### config.mk
export PLATFORM = sky130hd
export DESIGN_NAME = johnson_decode_monitor
export DESIGN_NICKNAME = d
export VERILOG_FILES = /design/src/rtl/johnson_pkg.sv /design/src/rtl/johnson_to_bin.sv /design/src/rtl/johnson_decode_monitor.sv
export SDC_FILE = /design/constraint.sdc
export NUM_CORES = 1
export LEC_CHECK = 0
export ABC_AREA = 0
export ABC_CLOCK_PERIOD_IN_PS = 4000
export CAP_MARGIN = 20
export CELL_PAD_IN_SITES_DETAIL_PLACEMENT = 1
export CELL_PAD_IN_SITES_GLOBAL_PLACEMENT = 1
export CORE_MARGIN = 2
export CORE_UTILIZATION = 40
export CTS_CLUSTER_SIZE = 25
export DETAILED_ROUTE_END_ITERATION = 8
export GPL_ROUTABILITY_DRIVEN = 0
export PLACE_DENSITY_LB_ADDON = 0.15
export SLEW_MARGIN = 20
export SYNTH_ARGS = -nofsm -noshare
export SYNTH_HDL_FRONTEND = slang
export SYNTH_SLANG_ARGS = --single-unit
### constraint.sdc
create_clock -name clock -period 4 [get_ports clock]
set_clock_uncertainty 0.2 [all_clocks]
set_input_delay 0.6 -clock clock [delete_from_list [all_inputs] [get_ports clock]]
set_output_delay 0.6 -clock clock [all_outputs]
set_load 0.03 [all_outputs]
### src/rtl/johnson_pkg.sv
// -----------------------------------------------------------------------------
// johnson_pkg
// Shared definitions for Johnson-code consumers.
//   state_t           : monitor FSM states (EMPTY / LOCKED / FAULT)
//   idx_width()       : number of bits needed to hold an index 0..2N-1
//   JC3_ILLEGAL_A/B   : the two illegal 3-bit Johnson codes
// -----------------------------------------------------------------------------
package johnson_pkg;

    typedef enum logic [1:0] {
        EMPTY  = 2'd0,
        LOCKED = 2'd1,
        FAULT  = 2'd2
    } state_t;

    // Bits needed to represent the 2N positions of an N-bit Johnson ring.
    function automatic int idx_width(input int n);
        return $clog2(2 * n);
    endfunction

    localparam logic [2:0] JC3_ILLEGAL_A = 3'b010;
    localparam logic [2:0] JC3_ILLEGAL_B = 3'b101;

endpackage : johnson_pkg

### src/rtl/johnson_to_bin.sv
// -----------------------------------------------------------------------------
// johnson_to_bin
// Purely combinational Johnson-code to binary-index decoder.
// Ports:
//   code  in  N      Johnson code
//   idx   out IDX_W  decoded position 0..2N-1 (only meaningful when legal=1)
//   legal out 1      code is one of the 2N valid Johnson patterns
// -----------------------------------------------------------------------------
module johnson_to_bin
    import johnson_pkg::*;
#(
    parameter int N     = 3,
    parameter int IDX_W = idx_width(N)
) (
    input  logic [N-1:0]     code,
    output logic [IDX_W-1:0] idx,
    output logic             legal
);

    localparam int ONES_W = $clog2(N + 1);

    logic [ONES_W-1:0] w_ones;
    logic [N-1:0]      w_low_mask;
    logic [N-1:0]      w_high_mask;

    always_comb begin
        w_ones = '0;
        for (int i = 0; i < N; i++) begin
            w_ones = w_ones + ONES_W'(code[i]);
        end
    end

    // A legal code is fully determined by its population count: the ones
    // are packed against the LSB (filling phase) or against the MSB
    // (draining phase). Build both reference patterns and compare.
    generate
        for (genvar gi = 0; gi < N; gi++) begin : g_mask
            assign w_low_mask[gi]  = (w_ones > ONES_W'(gi));
            assign w_high_mask[gi] = (w_ones >= ONES_W'(N - gi));
        end
    endgenerate

    always_comb begin
        idx   = '0;
        legal = 1'b0;
        if (code == '0) begin
            legal = 1'b1;
        end else if (code[0]) begin
            legal = (code == w_low_mask);
            idx   = IDX_W'(w_ones);
        end else begin
            legal = (code == w_high_mask);
            // Modular subtraction stays correct even when 2N == 2**IDX_W.
            idx   = IDX_W'(2 * N) - IDX_W'(w_ones);
        end
    end

endmodule : johnson_to_bin

### src/rtl/johnson_decode_monitor.sv
// -----------------------------------------------------------------------------
// johnson_decode_monitor
// Samples a Johnson counter output on a strobe, decodes it, checks that each
// new sample is a hold or a single +1/-1 step, tracks direction and net wraps.
// Ports:
//   clock       in  1      system clock
//   reset       in  1      asynchronous active-low reset
//   sample_en   in  1      code_in is sampled this cycle
//   code_in     in  N      Johnson code
//   clr_err     in  1      synchronous clear of err_sticky (set wins)
//   bin_out     out IDX_W  index of the last legal sample
//   code_valid  out 1      high while LOCKED
//   dir_up      out 1      direction of the last step (1 = up)
//   step_err    out 1      one-cycle pulse on illegal code / skipped step
//   err_sticky  out 1      latched error flag
//   wrap_pulse  out 1      one-cycle pulse on a wrap in either direction
//   wrap_count  out CNT_W  up-wraps minus down-wraps, modulo 2**CNT_W
// -----------------------------------------------------------------------------
module johnson_decode_monitor
    import johnson_pkg::*;
#(
    parameter int N     = 3,
    parameter int IDX_W = idx_width(N),
    parameter int CNT_W = 8
) (
    input  logic             clock,
    input  logic             reset,
    input  logic             sample_en,
    input  logic [N-1:0]     code_in,
    input  logic             clr_err,
    output logic [IDX_W-1:0] bin_out,
    output logic             code_valid,
    output logic             dir_up,
    output logic             step_err,
    output logic             err_sticky,
    output logic             wrap_pulse,
    output logic [CNT_W-1:0] wrap_count
);

    localparam logic [IDX_W-1:0] LAST_IDX = IDX_W'(2 * N - 1);

    state_t           r_state,      w_state_next;
    logic [IDX_W-1:0] r_bin,        w_bin_next;
    logic             r_dir_up,     w_dir_up_next;
    logic             r_step_err,   w_step_err_next;
    logic             r_err_sticky, w_err_sticky_next;
    logic             r_wrap_pulse, w_wrap_pulse_next;
    logic [CNT_W-1:0] r_wrap_count, w_wrap_count_next;

    logic [IDX_W-1:0] w_idx;
    logic             w_legal;
    logic [IDX_W-1:0] w_idx_up;
    logic [IDX_W-1:0] w_idx_dn;
    logic             w_err_set;

    johnson_to_bin #(
        .N     (N),
        .IDX_W (IDX_W)
    ) u_dec (
        .code  (code_in),
        .idx   (w_idx),
        .legal (w_legal)
    );

    // Neighbours of the current position on the 2N-state ring.
    assign w_idx_up = (r_bin == LAST_IDX) ? '0 : r_bin + IDX_W'(1);
    assign w_idx_dn = (r_bin == '0) ? LAST_IDX : r_bin - IDX_W'(1);

    always_comb begin
        w_state_next      = r_state;
        w_bin_next        = r_bin;
        w_dir_up_next     = r_dir_up;
        w_wrap_count_next = r_wrap_count;
        w_wrap_pulse_next = 1'b0;
        w_err_set         = 1'b0;

        if (sample_en) begin
            case (r_state)
                EMPTY: begin
                    if (w_legal) begin
                        w_state_next = LOCKED;
                        w_bin_next   = w_idx;
                    end else begin
                        w_err_set = 1'b1;
                    end
                end
                LOCKED: begin
                    if (!w_legal) begin
                        w_state_next = FAULT;
                        w_err_set    = 1'b1;
                    end else if (w_idx == r_bin) begin
                        // hold: nothing changes
                    end else if (w_idx == w_idx_up) begin
                        w_bin_next    = w_idx;
                        w_dir_up_next = 1'b1;
                        if (r_bin == LAST_IDX) begin
                            w_wrap_count_next = r_wrap_count + CNT_W'(1);
                            w_wrap_pulse_next = 1'b1;
                        end
                    end else if (w_idx == w_idx_dn) begin
                        w_bin_next    = w_idx;
                        w_dir_up_next = 1'b0;
                        if (r_bin == '0) begin
                            w_wrap_count_next = r_wrap_count - CNT_W'(1);
                            w_wrap_pulse_next = 1'b1;
                        end
                    end else begin
                        w_state_next = FAULT;
                        w_err_set    = 1'b1;
                    end
                end
                FAULT: begin
                    // Resync: accept any legal position without judging the step.
                    if (w_legal) begin
                        w_state_next = LOCKED;
                        w_bin_next   = w_idx;
                    end else begin
                        w_err_set = 1'b1;
                    end
                end
                default: begin
                    w_state_next = EMPTY;
                end
            endcase
        end

        w_step_err_next   = w_err_set;
        // A new error in the same cycle as clr_err keeps the flag set.
        w_err_sticky_next = w_err_set | (r_err_sticky & ~clr_err);
    end

    always_ff @(posedge clock or negedge reset) begin
        if (!reset) begin
            r_state      <= EMPTY;
            r_bin        <= '0;
            r_dir_up     <= 1'b1;
            r_step_err   <= 1'b0;
            r_err_sticky <= 1'b0;
            r_wrap_pulse <= 1'b0;
            r_wrap_count <= '0;
        end else begin
            r_state      <= w_state_next;
            r_bin        <= w_bin_next;
            r_dir_up     <= w_dir_up_next;
            r_step_err   <= w_step_err_next;
            r_err_sticky <= w_err_sticky_next;
            r_wrap_pulse <= w_wrap_pulse_next;
            r_wrap_count <= w_wrap_count_next;
        end
    end

    assign bin_out    = r_bin;
    assign code_valid = (r_state == LOCKED);
    assign dir_up     = r_dir_up;
    assign step_err   = r_step_err;
    assign err_sticky = r_err_sticky;
    assign wrap_pulse = r_wrap_pulse;
    assign wrap_count = r_wrap_count;

endmodule : johnson_decode_monitor

Word level (Yosys, flattened, before mapping)

Index checks and enable logic that the tools add are counted.
Widths: inputs -> output; s select.

Flip-flop bits (word level): 17
Bits of input ports: 7

Add/sub/neg operators: 7
Magnitude comparators: 6
Equality and inequality tests: 16
Multiplexer cells: 39
Bitwise logic cells: 4
Reduce and logical (&&, ||, !) cells: 11

Operators by type and width:

| kind                | count |
|---|---|
| $mux 8              | 4 |
| $mux 3              | 9 |
| $mux 1              | 18 |
| $eq 3x3->1          | 5 |
| $mux 2              | 5 |
| $reduce_and 5->1    | 2 |
| $ne 3x3->1 const B  | 3 |
| $add 8x1->8 const B | 1 |
| $sub 8x1->8 const B | 1 |
| $reduce_and 7->1    | 1 |
| $logic_not 3->1     | 2 |
| $pmux 3 s2          | 1 |
| $reduce_and 6->1    | 1 |
| $reduce_bool 2->1   | 3 |
| $ge 2x2->1 const B  | 2 |
| $gt 2x1->1 const B  | 2 |
| $ne 2x1->1 const B  | 2 |
| $ne 2x2->1 const B  | 2 |
| $pmux 2 s2          | 1 |
| $add 3x1->3 const B | 1 |
| $eq 3x3->1 const B  | 1 |
| $ne 3x1->1 const B  | 1 |
| $sub 3x1->3 const B | 1 |
| $sub 3x2->3 const A | 1 |
| 12 further kinds    | 13 |

Longest topological paths before layout

Depth in word-level cells: 13
Mapped depth: 17
Mapped depth without buffers: 17

Modules after synthesis

From an unflattened synthesis, not the netlist that was laid out.

Cell total of the unflattened synthesis: 152
Area total of the unflattened synthesis: 1383.8 sq um

Modules (own cells, without submodules):

| module                 | instances | cells an instance | area an instance (sq um) |
|---|---|---|---|
| johnson_decode_monitor | 1         | 134               | 1228.7 |
| johnson_to_bin         | 1         | 18                | 155.1 |

Worst setup path after synthesis

OpenSTA, ideal clock, no wires.

Kind: in2reg
Start: input port code_in[1]
End: register r_wrap_count[7], in the netlist wrap_count[7]
Library setup time: 0.135 ns
Data arrival time: 3.957 ns
Setup slack: -0.291 ns
Cell stages on the path: 17
Path buffers: 0
Path through: inv_1 -> fa_1 -> ha_1 -> o21bai_2 -> o211ai_1 -> nor2_1 -> a211o_1 -> a31oi_2 -> ha_1 -> a21oi_1 -> o21ai_1 -> a21oi_1 -> o21bai_1 -> a21oi_1 -> xor2_1 -> nor2_1 -> xor2_1

Longest elaborated chain between the ends: 8

RTL lines:

| what                                                | line                                                                                      | source |
|---|---|---|
| from (decl)                                         | johnson_decode_monitor.sv:29                                                              | `input logic [N-1:0] code_in,` |
| $add 1x1->2                                         | johnson_to_bin.sv:29                                                                      | `w_ones = w_ones + ONES_W'(code[i]);` |
| $add 2x1->2                                         | johnson_to_bin.sv:29                                                                      |  |
| $sub 3x2->3                                         | johnson_to_bin.sv:54                                                                      | `idx = IDX_W'(2 * N) - IDX_W'(w_ones);` |
| $mux 3                                              | johnson_to_bin.sv:48                                                                      | `end else if (code[0]) begin` |
| $mux 3 *                                            | johnson_to_bin.sv:46                                                                      | `if (code == '0) begin` |
| via u_dec.idx[0]                                    | johnson_to_bin.sv:16                                                                      | `output logic [IDX_W-1:0] idx,` |
| $eq 3x3->1, on equally long branches                | johnson_decode_monitor.sv:93, johnson_decode_monitor.sv:91, johnson_decode_monitor.sv:100 |  |
| $ne 2x2->1 (no source line) (tied with other cells) | n/a                                                                                       |  |
| $reduce_and 7->1 (no source line)                   | n/a                                                                                       |  |
| to (signal assigned)                                | johnson_decode_monitor.sv:148                                                             | `r_wrap_count <= w_wrap_count_next;` |
| to (decl)                                           | johnson_decode_monitor.sv:48                                                              | `logic [CNT_W-1:0] r_wrap_count, w_wrap_count_next;` |

The timed path passes the listed nets; every way through them passes the cells marked *.
A chain may end at the register's enable or synchronous reset.

Final worst setup path

Ends and elaborated chain as after synthesis.

==> flow_summary.ini <==
[outcome]
run_status = completed

[detailed_routing]
drt_first_pass_iters = 4
dr_total_vias = 1338
drt-wirelength-per-cell_um = 15.6
detailedRoute.firstIterationViolations = 66
final_antenna_net_count = 0
viasPerCell = 5.37
drt-total-wl_mm = 3.87
route.detailed.drc = 0

[critical_path]
rr_endpoint = wrap_count[7]$_DFFE_PN0P_
cp_data_arrival_time_ps = 3960
worstSetupStartpointType = primary input
reg2reg_setup_slack_ps = 860
largest_driver_fanout_on_the_critical_path = 6
crit_type = primary input to flip-flop
endpoint_required_time_on_the_critical_path_ps = 3970
reg2reg_from = bin_out[0]$_DFFE_PN0P_
worst_reg_to_reg_path_cell_count = 14
end_kind = flip-flop

[placement]
placed_cells_incl_taps = 243
place.detailed.hpwl_mm = 3.01
io_buffer_count = 22

[timing]
final_period_minus_worst_setup_slack_ps = 3990
total_setup_violations_reported_at_the_end_of_the_flow = 0
worst_slew_margin_rel_pct = 48.5
setup_total_negative_slack_ps = 0
worst-slew-pin-transition_ps = 770
rsz_0062_raised_after_global_routing = true
fin_crit_sh_pct = 99.7
final_hold_violation_count = 0
max_freq_mhz = 251
final_max_slew_viol_count = 0

[floorplan]
initial_utilization_pct = 41.9
die_height_um = 63.1
row_count = 21
floorplan.die.width_um = 63.1
core-area_um2 = 3340
top_level_ports = 23
die_area_um2 = 3980

[logic_synthesis]
yosysSeqAreaShare_pct = 30.5
syn_nets = 170
synth_top_area_share_pct = 28.6
ys.flop_type = sky130_fd_sc_hd__dfrtp_1
synth_warnings = 0
syn_area_um2 = 1400
synth_top_area_cell = sky130_fd_sc_hd__dfrtp_1
average_size_of_a_mapped_cell_um2 = 9.19
synthTopCellsByCount = sky130_fd_sc_hd__dfrtp_1, sky130_fd_sc_hd__nand2_1, sky130_fd_sc_hd__inv_1, sky130_fd_sc_hd__nor2_1
yosys.cell_types.count = 49
synth_edf_count = 0
count_of_mapped_cells_out_of_synthesis = 152
async_reset_ff_share_pct = 100
synth_area_leaders = sky130_fd_sc_hd__dfrtp_1, sky130_fd_sc_hd__ha_1, sky130_fd_sc_hd__xnor2_1, sky130_fd_sc_hd__fa_1, sky130_fd_sc_hd__mux2_1
number_of_synthesized_register_bits = 17
synth_most_common_cell = sky130_fd_sc_hd__dfrtp_1

[clock_network]
clk_path_buf_depth = 2
cts.hold.buffers_added = 0
numCtsBuffers = 3
h-tree-depth = 1
clock_sinks = 17
cts_tree = done
clk_root_buffer_cell = sky130_fd_sc_hd__clkbuf_4
worst_path_clk_slew_ps = 90
insertion_delay_ps = 290

[hold_path]
min-delay-path-class = flip-flop to flip-flop
worstHoldStart = err_sticky$_DFF_PN0_
hold_path_end = err_sticky$_DFF_PN0_
min_delay_path_depth = 1

[power]
power.leakage_nw = 0.877
total_switching_power_w = 0.000593
pwr_density_cell_nw_per_um2 = 649
power.sequential.fraction_pct = 23.9
ir_worst_vdd_uv = 388
sw_frac_of_total_pct = 45.6
clock_power_share_pct = 7.0
intPower_w = 0.000707
combPwrFrac_pct = 69.0

[cells_and_area]
areaGrowthSynthToFinish_pct = 43.3
nets = 222
filler_free_cell_count_of_the_finished_design = 249
num-fill-cells = 400
drive_above_1_share_pct = 30.0
utilization_pct = 60.0
antenna-diode-count = 0

[global_route]
vias_in_the_first_global_route = 1493
grt_start_max_net_pins = 18
grt_pass1_wl_mm = 6.84
antenna_found_initial = 0
gr-usage-all-layers_pct = 21.2
grt_remaining_overflow = 0

[flow_run]
drv.max_cap_violation_count = 0
[cells in the final DEF (no fill, tap or decap), types with 2 or more instances in the layout]
master,n
sky130_fd_sc_hd__o21ai_2,2
sky130_fd_sc_hd__a21oi_1,5
sky130_fd_sc_hd__fa_2,2
sky130_fd_sc_hd__xor2_1,5
sky130_fd_sc_hd__o21ai_1,7
sky130_fd_sc_hd__clkdlybuf4s50_1,19
sky130_fd_sc_hd__ha_1,4
sky130_fd_sc_hd__buf_4,30
sky130_fd_sc_hd__o211ai_1,3
sky130_fd_sc_hd__nor3_1,2
sky130_fd_sc_hd__a21o_1,2
sky130_fd_sc_hd__a21oi_2,4
sky130_fd_sc_hd__a41oi_1,2
sky130_fd_sc_hd__clkbuf_4,3
sky130_fd_sc_hd__o21ai_0,4
sky130_fd_sc_hd__nand3_1,4
sky130_fd_sc_hd__inv_1,10
sky130_fd_sc_hd__nor2b_1,2
sky130_fd_sc_hd__ha_4,4
sky130_fd_sc_hd__nand2b_1,2
sky130_fd_sc_hd__mux2_1,5
sky130_fd_sc_hd__inv_2,2
sky130_fd_sc_hd__nand2_1,13
sky130_fd_sc_hd__xnor2_1,7
sky130_fd_sc_hd__mux2i_1,3
sky130_fd_sc_hd__nor2_1,10
sky130_fd_sc_hd__dfrtp_1,16
sky130_fd_sc_hd__o31ai_1,2
[power by group through the flow]
stage / logic, W / clock network [W] / registers, W
floorplan: 0.000469 / 0 / 0.000346
global placement: 0.000804 / 0 / 0.000303
detailed placement: 0.000839 / 0 / 0.000309
CTS: 0.000875 / 0.0000967 / 0.000308
global route: 0.000982 / 0.000104 / 0.000323
finish: 0.000898 / 0.0000913 / 0.000311
[what timing repair did]
| item | CTS | global route |
|---|---|---|
| endpoints found under the setup margin | 9 | 2 |
| gates cloned | 0 | 0 |
| pin swaps | 14 | 13 |
| setup buffers | 2 | 0 |
| gates resized for setup | 21 | 6 |
[area by class of cell]
type	instances	area [um2]	share of cell area, %
clock buffers	4	26.3	1.31
inverters	13	56.3	2.81
multi-input cells	117	990	49.4
flip-flops and latches	17	427	21.3
well taps	46	57.6	2.87
repair buffers	52	447	22.3
[registers in the layout, summed over array words and instances (netlist names)]
| register | cells |
|---|---|
| wrap_count | 8 |
| bin_out | 3 |
| r_state | 2 |
| dir_up | 1 |
| err_sticky | 1 |
| step_err | 1 |
| wrap_pulse | 1 |
[layer usage]
metal	global-route usage [%]	part of all wire, %
met1	27.9	44
met2	37.6	53
met3	3.75	3.4
met4	2.22	0
met5	0	0
[worst max path at each step]
stage | startpoint | to | cells past startpoint | slack (ps)
after CTS | code_in[0] | wrap_count[7]$_DFFE_PN0P_ | 17 | 10
after global routing | code_in[1] | wrap_count[7]$_DFFE_PN0P_ | 18 | -110
after floorplan | code_in[1] | wrap_count[7]$_DFFE_PN0P_ | 17 | -110
after detailed placement | code_in[1] | wrap_count[7]$_DFFE_PN0P_ | 18 | -900
final | code_in[1] | wrap_count[7]$_DFFE_PN0P_ | 18 | 10
after global placement | code_in[1] | wrap_count[7]$_DFFE_PN0P_ | 18 | -730
[cells by family (layout without fill, tap and decap cells)]
family	count (synthesis)	after routing	share of synthesized area, %
AO/OA/AOI/OAI	46	46	24.4
AND/OR/NAND/NOR	40	40	14.3
buffers and inverters	18	69	5.55
flip-flops	17	17	30.5
XOR/XNOR	12	12	7.52
adder cells (fa/ha/maj)	11	11	11.5
multiplexers	8	8	6.18
[stage by stage]
stage	setup slack, ps	instance area, um2	hold WS (ps)	total power, W
finish	10.5	2000	284	0.00130
CTS	11.4	1980	290	0.00128
global route	-106	2000	326	0.00141
floorplan	-106	1460	104	0.000814
global placement	-732	1920	260	0.00111
detailed placement	-904	1920	268	0.00115
[critical path: stages]
cell and delay, ps:
sky130_fd_sc_hd__buf_8 90, sky130_fd_sc_hd__inv_8 30, sky130_fd_sc_hd__fa_2 600, sky130_fd_sc_hd__ha_4 200, sky130_fd_sc_hd__o21bai_4 180, sky130_fd_sc_hd__o211ai_1 230, sky130_fd_sc_hd__nor2_1 100, sky130_fd_sc_hd__a211o_1 300
sky130_fd_sc_hd__a31oi_4 330, sky130_fd_sc_hd__ha_4 270, sky130_fd_sc_hd__a21oi_4 130, sky130_fd_sc_hd__o21ai_2 80, sky130_fd_sc_hd__a21oi_2 160, sky130_fd_sc_hd__o21bai_1 90, sky130_fd_sc_hd__a21oi_1 150, sky130_fd_sc_hd__xor2_1 170
sky130_fd_sc_hd__nor2_1 80, sky130_fd_sc_hd__xor2_1 170
No activity file was read; power rests on OpenSTA's default activity.
